$ cat config.mk
export PLATFORM = sky130hd
export DESIGN_NAME = rv32i_fetch_unit_flat
export DESIGN_NICKNAME = d
export VERILOG_FILES = /design/src/rtl/rv32i_pkg.sv /design/src/rtl/rv32i_fetch_unit_if.sv /design/src/rtl/fetch_fifo.sv /design/src/rtl/rv32i_fetch_unit.sv /design/src/flat_wrapper.sv
export SDC_FILE = /design/constraint.sdc
export NUM_CORES = 1
export LEC_CHECK = 0
export CAP_MARGIN = 20
export CORE_MARGIN = 4
export CORE_UTILIZATION = 52
export CTS_CLUSTER_SIZE = 8
export DETAILED_ROUTE_END_ITERATION = 16
export GPL_ROUTABILITY_DRIVEN = 0
export MAX_ROUTING_LAYER = met4
export PLACE_DENSITY = 0.78
export SKIP_CTS_REPAIR_TIMING = 1
export SYNTH_ARGS = -nofsm -noshare
export SYNTH_HDL_FRONTEND = slang
export SYNTH_HIERARCHICAL = 1
export SYNTH_SLANG_ARGS = --single-unit
$ cat constraint.sdc
create_clock -name clk -period 3.3 [get_ports clk]
set_input_delay 0.66 -clock clk [delete_from_list [all_inputs] [get_ports clk]]
set_output_delay 0.66 -clock clk [all_outputs]
set_load 0.02 [all_outputs]
$ cat src/rtl/rv32i_pkg.sv
// Shared RV32I core constants and the fetch payload type.
package rv32i_pkg;
  localparam int unsigned XLEN     = 32;
  localparam int unsigned INST_W   = 32;
  localparam logic [XLEN-1:0]   RESET_PC = 32'h0000_0000;
  localparam logic [INST_W-1:0] NOP_INST = 32'h0000_0013;

  typedef struct packed {
    logic [XLEN-1:0]   pc;
    logic [INST_W-1:0] inst;
  } fetch_entry_t;
endpackage

$ cat src/rtl/rv32i_fetch_unit_if.sv
// Fetch-stage bundle: instruction memory request/response, redirect in, decode out.
interface rv32i_fetch_unit_if #(
  parameter int unsigned XLEN = 32
);
  import rv32i_pkg::*;

  logic              imem_req_valid;
  logic              imem_req_ready;
  logic [XLEN-1:0]   imem_req_addr;
  logic              imem_rsp_valid;
  logic [INST_W-1:0] imem_rsp_data;
  logic              redirect_valid;
  logic [XLEN-1:0]   redirect_pc;
  logic              if_valid;
  logic              if_ready;
  logic [XLEN-1:0]   if_pc;
  logic [INST_W-1:0] if_inst;
  logic [XLEN-1:0]   if_pc_plus4;
  logic              fetch_fault;

  modport master (
    output imem_req_valid, imem_req_addr,
    input  imem_req_ready,
    input  imem_rsp_valid, imem_rsp_data,
    input  redirect_valid, redirect_pc,
    output if_valid, if_pc, if_inst, if_pc_plus4, fetch_fault,
    input  if_ready
  );

  modport slave (
    input  imem_req_valid, imem_req_addr,
    output imem_req_ready,
    output imem_rsp_valid, imem_rsp_data,
    output redirect_valid, redirect_pc,
    input  if_valid, if_pc, if_inst, if_pc_plus4, fetch_fault,
    output if_ready
  );
endinterface

$ cat src/rtl/fetch_fifo.sv
// Synchronous prefetch FIFO with flush; head word is read straight from storage.
module fetch_fifo #(
  parameter int unsigned WIDTH = 64,
  parameter int unsigned DEPTH = 4,
  localparam int unsigned CW   = $clog2(DEPTH + 1)
) (
  input  logic             clk,
  input  logic             rst_n,
  input  logic             push,
  input  logic             pop,
  input  logic             flush,
  input  logic [WIDTH-1:0] push_data,
  output logic [WIDTH-1:0] head_data,
  output logic [CW-1:0]    count
);
  localparam int unsigned AW = $clog2(DEPTH);

  logic [WIDTH-1:0] mem [DEPTH];
  logic [AW-1:0]    wr_ptr;
  logic [AW-1:0]    rd_ptr;
  logic             do_push;
  logic             do_pop;

  // Flush wins over both push and pop.
  assign do_push = push && !flush;
  assign do_pop  = pop && (count != '0) && !flush;

  always_ff @(posedge clk or negedge rst_n) begin
    if (!rst_n) begin
      wr_ptr <= '0;
      rd_ptr <= '0;
      count  <= '0;
      for (int i = 0; i < DEPTH; i++) mem[i] <= '0;
    end else if (flush) begin
      wr_ptr <= '0;
      rd_ptr <= '0;
      count  <= '0;
    end else begin
      if (do_push) begin
        mem[wr_ptr] <= push_data;
        wr_ptr      <= wr_ptr + 1'b1;
      end
      if (do_pop) rd_ptr <= rd_ptr + 1'b1;
      if (do_push && !do_pop)      count <= count + 1'b1;
      else if (do_pop && !do_push) count <= count - 1'b1;
    end
  end

  assign head_data = mem[rd_ptr];

  // Upstream credit accounting must never let a push land on a full queue.
  always_ff @(posedge clk) begin
    if (rst_n && do_push && !do_pop) assert (count < CW'(DEPTH));
  end
endmodule

$ cat src/rtl/rv32i_fetch_unit.sv
// Decoupled RV32I fetch: credit-limited imem requests, prefetch queue, redirect flush/drop.
module rv32i_fetch_unit #(
  parameter int unsigned     XLEN            = 32,
  parameter logic [XLEN-1:0] RESET_PC        = XLEN'(rv32i_pkg::RESET_PC),
  parameter int unsigned     DEPTH           = 4,
  parameter int unsigned     MAX_OUTSTANDING = 2
) (
  input logic               clk,
  input logic               reset,
  rv32i_fetch_unit_if.master bus
);
  import rv32i_pkg::*;

  localparam int unsigned CW = $clog2(DEPTH + 1);
  localparam int unsigned EW = XLEN + INST_W;
  localparam logic [CW-1:0] MAX_OUT_C = CW'(MAX_OUTSTANDING);
  localparam logic [CW:0]   DEPTH_C   = (CW + 1)'(DEPTH);

  typedef struct packed {
    logic [XLEN-1:0]   pc;
    logic [INST_W-1:0] inst;
  } entry_t;

  logic [XLEN-1:0] req_pc, req_pc_nxt;
  logic [XLEN-1:0] rsp_pc, rsp_pc_nxt;
  logic [CW-1:0]   outstanding, out_nxt, out_after_rsp;
  logic [CW-1:0]   drop_cnt, drop_nxt;
  logic [CW-1:0]   q_count;
  logic [CW:0]     credit_used;
  logic            fault_q, fault_nxt;
  logic            req_valid, req_fire;
  logic            if_valid;
  logic            push, pop, flush;
  entry_t          head, push_entry;

  // Queued words plus live (non-dropped) requests must fit in the queue.
  assign credit_used = {1'b0, q_count} + {1'b0, outstanding - drop_cnt};
  assign req_valid   = reset && !bus.redirect_valid && !fault_q
                       && (outstanding < MAX_OUT_C) && (credit_used < DEPTH_C);
  assign req_fire    = req_valid && bus.imem_req_ready;
  assign if_valid    = (q_count != '0);
  assign push_entry  = '{pc: rsp_pc, inst: bus.imem_rsp_data};

  always_comb begin
    req_pc_nxt    = req_pc;
    rsp_pc_nxt    = rsp_pc;
    drop_nxt      = drop_cnt;
    fault_nxt     = fault_q;
    push          = 1'b0;
    flush         = 1'b0;
    out_after_rsp = (bus.imem_rsp_valid && (outstanding != '0)) ? outstanding - 1'b1 : outstanding;
    out_nxt       = out_after_rsp + CW'(req_fire);
    pop           = if_valid && bus.if_ready && !bus.redirect_valid;
    if (bus.redirect_valid) begin
      // Everything still in flight after this cycle belongs to the old stream.
      flush      = 1'b1;
      req_pc_nxt = bus.redirect_pc;
      rsp_pc_nxt = bus.redirect_pc;
      drop_nxt   = out_after_rsp;
      fault_nxt  = |bus.redirect_pc[1:0];
    end else begin
      if (req_fire) req_pc_nxt = req_pc + XLEN'(4);
      if (bus.imem_rsp_valid) begin
        if (drop_cnt != '0) begin
          drop_nxt = drop_cnt - 1'b1;
        end else begin
          push       = 1'b1;
          rsp_pc_nxt = rsp_pc + XLEN'(4);
        end
      end
    end
  end

  always_ff @(posedge clk or negedge reset) begin
    if (!reset) begin
      req_pc      <= RESET_PC;
      rsp_pc      <= RESET_PC;
      outstanding <= '0;
      drop_cnt    <= '0;
      fault_q     <= 1'b0;
    end else begin
      req_pc      <= req_pc_nxt;
      rsp_pc      <= rsp_pc_nxt;
      outstanding <= out_nxt;
      drop_cnt    <= drop_nxt;
      fault_q     <= fault_nxt;
    end
  end

  fetch_fifo #(
    .WIDTH (EW),
    .DEPTH (DEPTH)
  ) u_fifo (
    .clk       (clk),
    .rst_n     (reset),
    .push      (push),
    .pop       (pop),
    .flush     (flush),
    .push_data (push_entry),
    .head_data (head),
    .count     (q_count)
  );

  // Decode-side payload reads as zero whenever nothing is queued.
  assign bus.imem_req_valid = req_valid;
  assign bus.imem_req_addr  = req_pc;
  assign bus.if_valid       = if_valid;
  assign bus.if_pc          = if_valid ? head.pc : '0;
  assign bus.if_inst        = if_valid ? head.inst : '0;
  assign bus.if_pc_plus4    = if_valid ? head.pc + XLEN'(4) : '0;
  assign bus.fetch_fault    = fault_q;
endmodule

$ cat src/flat_wrapper.sv
// flat-port wrapper written by rule: the top's interface ports become plain ports
module rv32i_fetch_unit_flat import rv32i_pkg::*;
#(
  parameter int unsigned     XLEN            = 32,
  parameter logic [XLEN-1:0] RESET_PC        = XLEN'(rv32i_pkg::RESET_PC),
  parameter int unsigned     DEPTH           = 4,
  parameter int unsigned     MAX_OUTSTANDING = 2
)
  (clk, reset, bus_imem_req_valid, bus_imem_req_addr, bus_imem_req_ready, bus_imem_rsp_valid, bus_imem_rsp_data, bus_redirect_valid, bus_redirect_pc, bus_if_valid, bus_if_pc, bus_if_inst, bus_if_pc_plus4, bus_fetch_fault, bus_if_ready);
  rv32i_fetch_unit_if #(.XLEN(XLEN)) bus_i ();
  input logic clk;
  input logic reset;
  output wire logic [$bits(bus_i.imem_req_valid)-1:0] bus_imem_req_valid;
  output wire logic [$bits(bus_i.imem_req_addr)-1:0] bus_imem_req_addr;
  input wire logic [$bits(bus_i.imem_req_ready)-1:0] bus_imem_req_ready;
  input wire logic [$bits(bus_i.imem_rsp_valid)-1:0] bus_imem_rsp_valid;
  input wire logic [$bits(bus_i.imem_rsp_data)-1:0] bus_imem_rsp_data;
  input wire logic [$bits(bus_i.redirect_valid)-1:0] bus_redirect_valid;
  input wire logic [$bits(bus_i.redirect_pc)-1:0] bus_redirect_pc;
  output wire logic [$bits(bus_i.if_valid)-1:0] bus_if_valid;
  output wire logic [$bits(bus_i.if_pc)-1:0] bus_if_pc;
  output wire logic [$bits(bus_i.if_inst)-1:0] bus_if_inst;
  output wire logic [$bits(bus_i.if_pc_plus4)-1:0] bus_if_pc_plus4;
  output wire logic [$bits(bus_i.fetch_fault)-1:0] bus_fetch_fault;
  input wire logic [$bits(bus_i.if_ready)-1:0] bus_if_ready;
  assign bus_imem_req_valid = bus_i.imem_req_valid;
  assign bus_imem_req_addr = bus_i.imem_req_addr;
  assign bus_i.imem_req_ready = bus_imem_req_ready;
  assign bus_i.imem_rsp_valid = bus_imem_rsp_valid;
  assign bus_i.imem_rsp_data = bus_imem_rsp_data;
  assign bus_i.redirect_valid = bus_redirect_valid;
  assign bus_i.redirect_pc = bus_redirect_pc;
  assign bus_if_valid = bus_i.if_valid;
  assign bus_if_pc = bus_i.if_pc;
  assign bus_if_inst = bus_i.if_inst;
  assign bus_if_pc_plus4 = bus_i.if_pc_plus4;
  assign bus_fetch_fault = bus_i.fetch_fault;
  assign bus_i.if_ready = bus_if_ready;
  rv32i_fetch_unit #(.XLEN(XLEN), .RESET_PC(RESET_PC), .DEPTH(DEPTH), .MAX_OUTSTANDING(MAX_OUTSTANDING)) u_core (.clk(clk), .reset(reset), .bus(bus_i));
endmodule
==> impl_results.md, run 1 <==
- Status: finished with violations
- Failing checks: negative setup slack
- WP data required: between 2 and 3 ns
- Critical path destination: bus_if_pc_plus4[30]
- Net Count, Synth: approximately 1,400
- Layout Nets: 1,655
- Root buffer cell: clkbuf_16
- P_leak: about 11 nW
- Clk network pwr share: about a third
- CP startpoint: u_core/u_fifo/rd_ptr[0]
- Slowest CP cell: dfrtp_4
- Wire per inst: about 22 µm
- Row count: between 60 and 70
- CTS Sinks: between 300 and 400
- TNS Setup: -5.578 ns
- Top cells by area, synth: dfrtp_1, mux2_4, mux4_2
- Vias in the first global route: 12,540
- Final Cycle Share: 109.4%
- Most used DFF post-synth: dfrtp_1
- CTS tree: built
- NetSw: just under 4 mW
- Post-synth EDFFs: 0
- R2R Path End: u_core/bus.imem_req_addr[10]
- Synth cell types: between 50 and 60
- Register bit total from synthesis: ~330
- Synth warn: 6
- Routed vias: between 10,000 and 15,000
- Final Hold Fails: 0
- Wire length on met2: approximately 21,000 µm
- Worst-skew pair later-pin latency: ~0.54 ns
- Reg2reg setup slack: ~0.010 ns
- Max Buffers Root-to-Sink: 3
- Port-buffer cells: 200
- Final WS setup: -0.3117 ns
- Crit Path Max Fanout: 9
- Worst rel slew slack: a little under a third
- Syn Area/Cell: 13.90 µm²
- Most frequent CP cell: or3_4
- Crit Path Category: reg -> out
- Area of the mapped netlist: roughly 18,000 µm²
- Unrepaired setup endpoints after global routing: true
- Max-cap viol count: 0
- Fmax: 276.9 MHz
- Seq/Total Area, Yosys: between 40% and 50%
- Placed insts: about 2,000
- Hold WC Path Type: in -> reg
- Vias per cell: between 5 and 6
- Chip width: 193.7 µm
- Final core utilization: 65.82%
- Tmin final: approximately 3.6 ns
- Core Box Area: 33,780 µm²
- Initial antenna violation count: 1
- Fin cells: approximately 2,000
- Worst setup SP type: flip-flop
- Area grow syn2layout: 23.99%
- Int Power: roughly 9.4 mW
- First-pass GRT wire length: approximately 70,000 µm
- Post-DRT Antenna Nets: 0
- Io pins: around 200
- Worst vdd ir: 0.4011 mV
- CTS Buf Count: 47
- Synth cell count leaders: dfrtp_1, mux2_4, mux4_2
- Post-synth ARST share: between 90% and 100%
- Launching point of the worst reg2reg path: u_core/outstanding[0]
- Biggest area consumer among synthesized cells: dfrtp_1
- Crit-path cells: buf_12, mux4_2, and4_4, nand2_2, or3_4, or3_4, a21oi_4, buf_6
- Layout Skew: between 0.015 and 0.02 ns
- Filler cells: ~2,300
- Critical path arrival: 2.95 ns
- Power per Cell Area: 602.5 nW/µm²
- Pin count of the biggest net entering global routing: approximately 190
- Post-route DRC: 0
- Share of the synthesized area in the top cell type: 46.61%
- Post-DP HPWL: about 29,000 µm
- Routed met1 length: about 20,000 µm
- R2R cell count: 17
- WL met3: between 2000 and 3000 µm
- Share of cells above drive strength 1: a little over a third
- # setup viols final: 52
- DR iter-0 viols: about 950
- Logic pwr share: 29.4%
- H-tree levels: 2
- Drt pass-1 iters: 5
- WL final: 44,480 µm
- Clk pin slew, worst setup/hold paths: around 0.050 ns
- Switch share: between 20 and 30%
- Dominant cell by count in the synthesized netlist: dfrtp_1
- Sequential power share: 39.2%
- Max stage delay on crit path: 0.51 ns
- Die Y: approximately 190 µm
- Least-Margin Pin Slew: slightly above 1 ns
- Starting density of the core: between 50% and 60%
- GRT Total Usage: about a quarter
- Hold Slack: approximately 0.44 ns
- Power after layout: 13.40 mW
- Global route overflow: 0
- DIE AREA: between 30,000 and 40,000 µm²
- Setup crit end kind: primary output
- Fin. max-slew vios: 0
- Syn Inst Count: ~1,300
- Highest routed metal layer: met4
## layout by cell type (no fill, tap or decap), types with 11 or more instances in the layout
cell type        instances
nand2_1                 52
a21oi_1                 14
clkbuf_16               48
buf_12                  13
mux2_4                 242
ha_1                    14
inv_1                   28
xnor2_1                 45
clkdlybuf4s50_1        154
buf_6                   12
dlymetal6s2s_1          21
xor2_1                  27
nor2_1                  55
dfrtp_1                332
mux2_2                  36
buf_4                   87
or3_1                   11
and2_1                  62
o21ai_0                 29
nand3_1                 35
nand4_1                 26
mux4_2                  64
## sequential cells by signal (all words and copies together) (netlist names)
name	cells
u_core/u_fifo/rd_ptr	2
u_core/u_fifo/wr_ptr	2
u_core/drop_cnt	3
u_core/outstanding	3
u_core/rsp_pc	32
u_core/bus.imem_req_addr	32
u_core/bus.fetch_fault	1
u_core/u_fifo/count	3
u_core/u_fifo/mem	256
## how the worst min path moves through the flow
stage | from | end | slack (ns) | depth (start not counted)
3_3_place_gp | u_core/u_fifo/mem[65] | u_core/u_fifo/mem[65] | 0.48 | 1
4_1_cts | reset | u_core/u_fifo/wr_ptr[0] | -0.05 | 1
3_5_place_dp | u_core/u_fifo/mem[86] | u_core/u_fifo/mem[86] | 0.49 | 1
6_report | bus_redirect_valid | u_core/u_fifo/count[0] | 0.44 | 2
5_1_grt | bus_redirect_valid | u_core/u_fifo/count[0] | 0.44 | 2
2_1_floorplan | reset | u_core/bus.fetch_fault | 0.36 | 0
## area by class of cell
cell class | instances | area, µm² | share of cell area (%)
diodes | 1 | 2.502 | 0.01125
clock buffers | 50 | 1187 | 5.340
clock inverters | 3 | 55.05 | 0.2476
inverters | 32 | 123.9 | 0.5571
multi-input cells | 849 | 8966 | 40.32
flip-flops and latches | 334 | 8363 | 37.61
well taps | 448 | 560.5 | 2.521
repair buffers | 303 | 2978 | 13.39
## critical path: cells and delay by family, from the launching register on
family                 cells  cell delay [ns]
AO/OA/AOI/OAI              1             0.15
buffers and inverters      2             0.30
flip-flops                 1             0.51
multiplexers               1             0.34
AND/OR/NAND/NOR            4             1.12
## layer usage
layer / vias up / global-route usage (%)
met5: - / -
met2: 439 / 36.71
li1: 5181 / -
met1: 6055 / 32.41
met4: 0 / 5.796
met3: 80 / 3.788
## power by group through the flow
| stage | Clock, mW | Sequential [mW] | Combinational [mW] |
|---|---|---|---|
| 3_5_place_dp | 0 | 5.25 | 3.81 |
| 6_report | 4.21 | 5.25 | 3.94 |
| 5_1_grt | 4.49 | 5.31 | 4.22 |
| 3_3_place_gp | 0 | 5.22 | 3.71 |
| 2_1_floorplan | 0 | 5.12 | 2.38 |
| 4_1_cts | 4.30 | 5.22 | 3.83 |
## through the flow
| stage | instance area (µm²) | setup slack, ns |
|---|---|---|
| after CTS | 21870 | -0.8896 |
| after global routing | 22240 | -0.3957 |
| after global placement | 20630 | -0.2997 |
| after detailed placement | 20630 | -0.3281 |
| final | 22240 | -0.3117 |
| after floorplan | 17960 | -0.01149 |
## cells by family (layout without fill, tap and decap cells)
kind of cell	count (synthesis)	after routing	synth area share, %
xor gates and xnor gates	74	74	3.614
and+or+nand+nor	327	327	10.07
AOI/OAI and AO/OA	87	87	3.070
buffers and inverters	107	388	4.730
other	0	1	0
muxes	343	343	30.57
DFF	334	334	46.61
adders and majority gates	18	18	1.340
(Power assumes the default switching activity.)
==> run 2: changes to the inputs <==
--- a/config.mk
+++ b/config.mk
@@ -13,6 +13,7 @@
 export GPL_ROUTABILITY_DRIVEN = 0
 export MAX_ROUTING_LAYER = met4
 export PLACE_DENSITY = 0.78
+export SETUP_SLACK_MARGIN = 0.4
 export SKIP_CTS_REPAIR_TIMING = 1
 export SYNTH_ARGS = -nofsm -noshare
 export SYNTH_HDL_FRONTEND = slang
==> impl_results.md, run 2 (synthesized netlist as in run 1, its figures left out) <==
- DR iter-0 viols: 743 (-21%)
- Unrepaired setup endpoints after global routing: true
- Worst rel slew slack: 38.32% (+6.3 points)
- DIE AREA: 37,520 µm² (unchanged)
- Biggest register: u_core/u_fifo/mem
- Placed insts: 1,955 (+0.15%)
- CTS Sinks: 334 (unchanged)
- WP data required: 2.64 ns (about the same)
- Die Y: 193.7 µm (unchanged)
- Pin count of the biggest net entering global routing: 83 (-57%)
- Row count: 67 (unchanged)
- Clk network pwr share: 31.0% (-0.4 points)
- Clk pin slew, worst setup/hold paths: 0.05 ns (about the same)
- Global route overflow: 0 (unchanged)
- Max-cap viol count: 0 (unchanged)
- Tmin final: 3.638 ns (+0.02650 ns)
- Max FFs per register: 256 (unchanged)
- Worst-skew pair later-pin latency: 0.55 ns (about the same)
- GRT Total Usage: 23.28% (-0.13 points)
- Setup crit end kind: primary output
- Fin. max-slew vios: 0 (unchanged)
- Post-DP Area: 20,610 µm² (about the same)
- Io pins: 201 (unchanged)
- Final Cycle Share: 110.2% (+0.80 points)
- TNS Setup: -7.038 ns (-1.460 ns)
- Commonest non-fill, non-tap cell in the layout: dfrtp_1
- Worst setup SP type: flip-flop
- R2R cell count: 12 (-5)
- Post-place setup slack: -0.3672 ns (-0.03915 ns)
- Most frequent CP cell: or3_4
- Max stage delay on crit path: 0.53 ns (+0.02 ns)
- Final Hold Fails: 0 (unchanged)
- Post-route DRC: 0 (unchanged)
- Sequential power share: 38.7% (-0.5 points)
- Slowest CP cell: dfrtp_4
- Chip width: 193.7 µm (unchanged)
- Worst vdd ir: 0.3969 mV (-1.0%)
- Final WS setup: -0.3382 ns (-0.02650 ns)
- Crit-path cells: buf_4, mux4_2, and4_4, nand2_4, or3_4, or3_4, a21oi_4, buf_6
- Max Buffers Root-to-Sink: 3 (unchanged)
- Logic pwr share: 30.3% (+0.9 points)
- Fmax: 274.9 MHz (-0.73%)
- Hold WC Path Type: in -> reg
- WP depth: 8 (unchanged)
- H-tree levels: 2 (unchanged)
- Crit Path Max Fanout: 6 (-3)
- Drt pass-1 iters: 5 (unchanged)
- Wire per inst: 21.83 µm (-0.86%)
- WP buf/inv: 2 (unchanged)
- Post-DRT Antenna Nets: 0 (unchanged)
- Top cell family by delay on the critical path: simple AND/OR/NAND/NOR gates
- Starting density of the core: 53.08% (unchanged)
- Share of cells above drive strength 1: 41.93% (+5.5 points)
- Fin area: 22,520 µm² (+1.3%)
- Failing checks: negative setup slack
- Root buffer cell: clkbuf_16
- First-pass GRT wire length: 69,810 µm (-0.12%)
- Commonest non-fill, non-tap cells in the layout: dfrtp_1, mux2_4, clkdlybuf4s50_1, buf_4, mux4_2
- CTS tree: built
- Status: finished with violations
- Critical path arrival: 2.98 ns (+0.03 ns)
- Least-Margin Pin Slew: 0.9252 ns (-0.09503 ns)
- # setup viols final: 52 (unchanged)
- P_leak: 10.87 nW (+1.7%)
- Port-buffer cells: 200 (unchanged)
- Initial antenna violation count: 1 (unchanged)
- Switch share: 29.93% (+0.29 points)
- Core Box Area: 33,780 µm² (unchanged)
- CTS Buf Count: 47 (unchanged)
- Fin cells: 2,035 (+0.74%)
- Vias in the first global route: 12,420 (-0.96%)
- Vias per cell: 5.773 (-0.80%)
- Crit Path Category: reg -> out
- Layout Skew: 0.01296 ns (-0.005465 ns)
- Hold Slack: 0.4088 ns (-0.03041 ns)
- Power per Cell Area: 600.3 nW/µm² (-0.37%)
- Layout Nets: 1,670 (+0.91%)
- Post-DP HPWL: 29,090 µm (+0.38%)
- WL final: 44,420 µm (-0.13%)
- Hold Path Stages: 2 (unchanged)
- Routed vias: 11,750 (-0.060%)
- NetSw: 4.046 mW (+1.9%)
- Area grow syn2layout: 25.57%
- Int Power: 9.472 mW (+0.47%)
==> run 2: area by class of cell <==
class                   count  area (µm²)
clock buffers              50        1187
diodes                      1       2.502
inverters                  32       126.4
flip-flops and latches    334        8367
fillers                  2282       11260
multi-input cells         849        9215
repair buffers            318        3008
well taps                 448       560.5
clock inverters             3       52.55
==> run 2: metal layers <==
metal | GRT usage (%) | up-vias | share of wire [%]
li1 | - | 5215 | -
met1 | 32.99 | 6048 | 45
met2 | 35.32 | 406 | 47
met3 | 3.979 | 79 | 5.7
met4 | 6.084 | 0 | 2.2
met5 | - | - | 0
==> run 2: path summary, 6_finish.rpt <==
check | slack (ns) | startpoint | endpoint
min reg2reg | 0.50 | u_core/u_fifo/mem[66] | u_core/u_fifo/mem[66]
min | 0.41 | bus_redirect_valid | u_core/drop_cnt[2]
max reg2reg | 0.12 | u_core/outstanding[0] | u_core/bus.imem_req_addr[18]
max | -0.34 | u_core/u_fifo/rd_ptr[0] | bus_if_pc_plus4[30]
min in group asynchronous | 0.51 | reset | u_core/u_fifo/mem[33]
max in group asynchronous | 1.02 | reset | u_core/u_fifo/mem[51]
==> run 2: through the flow <==
stage,power (mW),utilization (%)
after global placement,8.966,61.02
final,13.52,66.66
after floorplan,7.537,-
after CTS,13.34,64.69
after global routing,14.15,66.66
after detailed placement,9.091,61.02
==> run 2: power by group through the flow <==
stage	combinational, mW	clock, mW	sequential [mW]
floorplan	2.41	0	5.12
global placement	3.75	0	5.22
detailed placement	3.85	0	5.24
CTS	3.87	4.27	5.20
global route	4.38	4.47	5.30
finish	4.10	4.19	5.23
==> run 3: changes to the inputs <==
--- a/config.mk
+++ b/config.mk
@@ -19,3 +19,4 @@
 export SYNTH_HDL_FRONTEND = slang
 export SYNTH_HIERARCHICAL = 1
 export SYNTH_SLANG_ARGS = --single-unit
+export TNS_END_PERCENT = 50
==> impl_results.md, run 3 (synthesized netlist as in run 1, its figures left out) <==
- Fmax: 277.9 MHz (+1.1%)
- Hold WC Path Type: in -> async
- CP startpoint: u_core/u_fifo/rd_ptr[0]
- Post-DRT Antenna Nets: 0 (unchanged)
- Placed insts: 1,950 (-0.26%)
- Post-route DRC: 0 (unchanged)
- Failing checks: negative setup slack
- Final WS setup: -0.2990 ns (+0.03925 ns)
- Switch share: 29.68% (-0.25 points)
- Core Box Area: 33,780 µm² (unchanged)
- NetSw: 3.975 mW (-1.7%)
- Critical path arrival: 2.94 ns (-0.04 ns)
- Biggest register: u_core/u_fifo/mem
- Sequential Area: 8363 µm² (about the same)
- Critical path destination: bus_if_pc_plus4[29]
- Clk pin slew, worst setup/hold paths: 0.05 ns (about the same)
- Crit Path Category: reg -> out
- Row count: 67 (unchanged)
- Chip width: 193.7 µm (unchanged)
- Power per Cell Area: 600.6 nW/µm² (about the same)
- Crit Path Max Fanout: 11 (+5)
- Worst setup SP type: flip-flop
- Worst vdd ir: 0.4678 mV (+18%)
- GRT Total Usage: 23.43% (+0.15 points)
- Final Hold Fails: 0 (unchanged)
- Io pins: 201 (unchanged)
- # setup viols final: 29 (-44%)
- Logic pwr share: 29.4% (-0.9 points)
- Starting density of the core: 53.08% (unchanged)
- Fin. max-slew vios: 0 (unchanged)
- H-tree levels: 2 (unchanged)
- Share of cells above drive strength 1: 38.00% (-3.9 points)
- Max Buffers Root-to-Sink: 3 (unchanged)
- DIE AREA: 37,520 µm² (unchanged)
- Reg2reg setup slack: 0.09 ns (-0.03 ns)
- Worst-skew pair later-pin latency: 0.54 ns (about the same)
- Routed vias: 11,720 (-0.28%)
- Launching point of the worst reg2reg path: u_core/outstanding[0]
- Port-buffer cells: 200 (unchanged)
- Filler cells: 2,321 (+1.7%)
- Drt pass-1 iters: 5 (unchanged)
- Die Y: 193.7 µm (unchanged)
- Area grow syn2layout: 24.37%
- Vias per cell: 5.802 (+0.51%)
- Vias in the first global route: 12,230 (-1.6%)
- R2R Path End: u_core/bus.imem_req_addr[27]
- Layout Skew: 0.02384 ns (+0.01089 ns)
- WP data required: 2.64 ns (about the same)
- Int Power: 9.420 mW (-0.55%)
- Unrepaired setup endpoints after global routing: true
- Commonest non-fill, non-tap cells in the layout: dfrtp_1, mux2_4, clkdlybuf4s50_1, buf_4, mux4_2
- Setup crit end kind: primary output
- CTS tree: built
- Max FFs per register: 256 (unchanged)
- Initial antenna violation count: 0 (-1)
- CTS Buf Count: 47 (unchanged)
- First-pass GRT wire length: 70,030 µm (+0.31%)
- Ant diodes: 0 (-1)
- Least-Margin Pin Slew: 0.9276 ns (+0.002385 ns)
- Commonest non-fill, non-tap cell in the layout: dfrtp_1
- Fin cells: 2,019 (-0.79%)
- Root buffer cell: clkbuf_16
- CTS Sinks: 334 (unchanged)
- Layout Nets: 1,654 (-0.96%)
- Sequential power share: 39.1% (+0.4 points)
- Power after layout: 13.40 mW (-0.91%)
- Wire per inst: 22.17 µm (+1.6%)
- R2R cell count: 15 (+3)
- Final Cycle Share: 109.1% (-1.2 points)
- Clk network pwr share: 31.5% (+0.5 points)
- Post-DP HPWL: 28,850 µm (-0.83%)
- Worst rel slew slack: 38.16% (-0.16 points)
- Pin count of the biggest net entering global routing: 75 (-9.6%)
- Tmin final: 3.599 ns (-0.03925 ns)
- P_leak: 11.14 nW (+2.5%)
- Area occupied by multi-input gates: 9032 µm² (-2.0%)
- WL final: 44,760 µm (+0.77%)
- DR iter-0 viols: 924 (+24%)
- Global route overflow: 0 (unchanged)
- Max-cap viol count: 0 (unchanged)
- Status: finished with violations
-- run 3: worst min path at each step --
stage                                              end  cells after the start
after global routing            u_core/u_fifo/mem[225]                      2
after floorplan                 u_core/bus.fetch_fault                      0
final                     u_core/bus.imem_req_addr[13]                      2
after CTS                 u_core/bus.imem_req_addr[13]                      2
after detailed placement         u_core/u_fifo/mem[68]                      1
after global placement           u_core/u_fifo/mem[63]                      1
-- run 3: layout make-up --
cell class	count	share of cell area, %
Clock buffer	52	5.453
Clock inverter	2	0.1122
Inverter	32	0.5666
Multi-Input combinational cell	849	40.50
Sequential cell	334	37.50
Tap cell	448	2.513
Timing Repair Buffer	302	13.36
-- run 3: stage by stage --
step | util [%] | cell area (µm²) | setup TNS (ns) | hold slack (ns) | setup WS, ns
global route | 66.02 | 22300 | -7.677 | 0.4126 | -0.4350
floorplan | - | 18070 | 0 | 0.3644 | 0.2517
finish | 66.02 | 22300 | -3.860 | 0.3409 | -0.2990
CTS | 64.73 | 21870 | -48.74 | 0.3525 | -0.9183
detailed placement | 61.05 | 20630 | -8.104 | 0.4877 | -0.3558
global placement | 61.05 | 20630 | -6.741 | 0.4815 | -0.3157
-- run 3: critical path: stages, from the launching register on --
cell	delay, ns
dfrtp_4	0.53
buf_12	0.17
mux4_2	0.35
and4_4	0.27
nand3_4	0.08
buf_4	0.21
nor4_2	0.30
xnor2_1	0.21
nor2_2	0.05
dlymetal6s2s_1	0.22
-- run 3: power groups by stage --
| stage | Combinational, mW | Sequential [mW] | Clock (mW) |
|---|---|---|---|
| after floorplan | 2.41 | 5.12 | 0 |
| after global placement | 3.73 | 5.21 | 0 |
| after detailed placement | 3.84 | 5.24 | 0 |
| after CTS | 3.85 | 5.21 | 4.31 |
| after global routing | 4.22 | 5.30 | 4.49 |
| final | 3.94 | 5.23 | 4.22 |
-- run 3: layer usage --
layer | track usage (%) | wire length (µm) | vias up
li1 | - | - | 5188
met3 | 3.145 | 2207 | 59
met2 | 36.96 | 21780 | 417
met5 | - | 0 | -
met1 | 32.79 | 19910 | 6051
met4 | 5.481 | 871 | 0
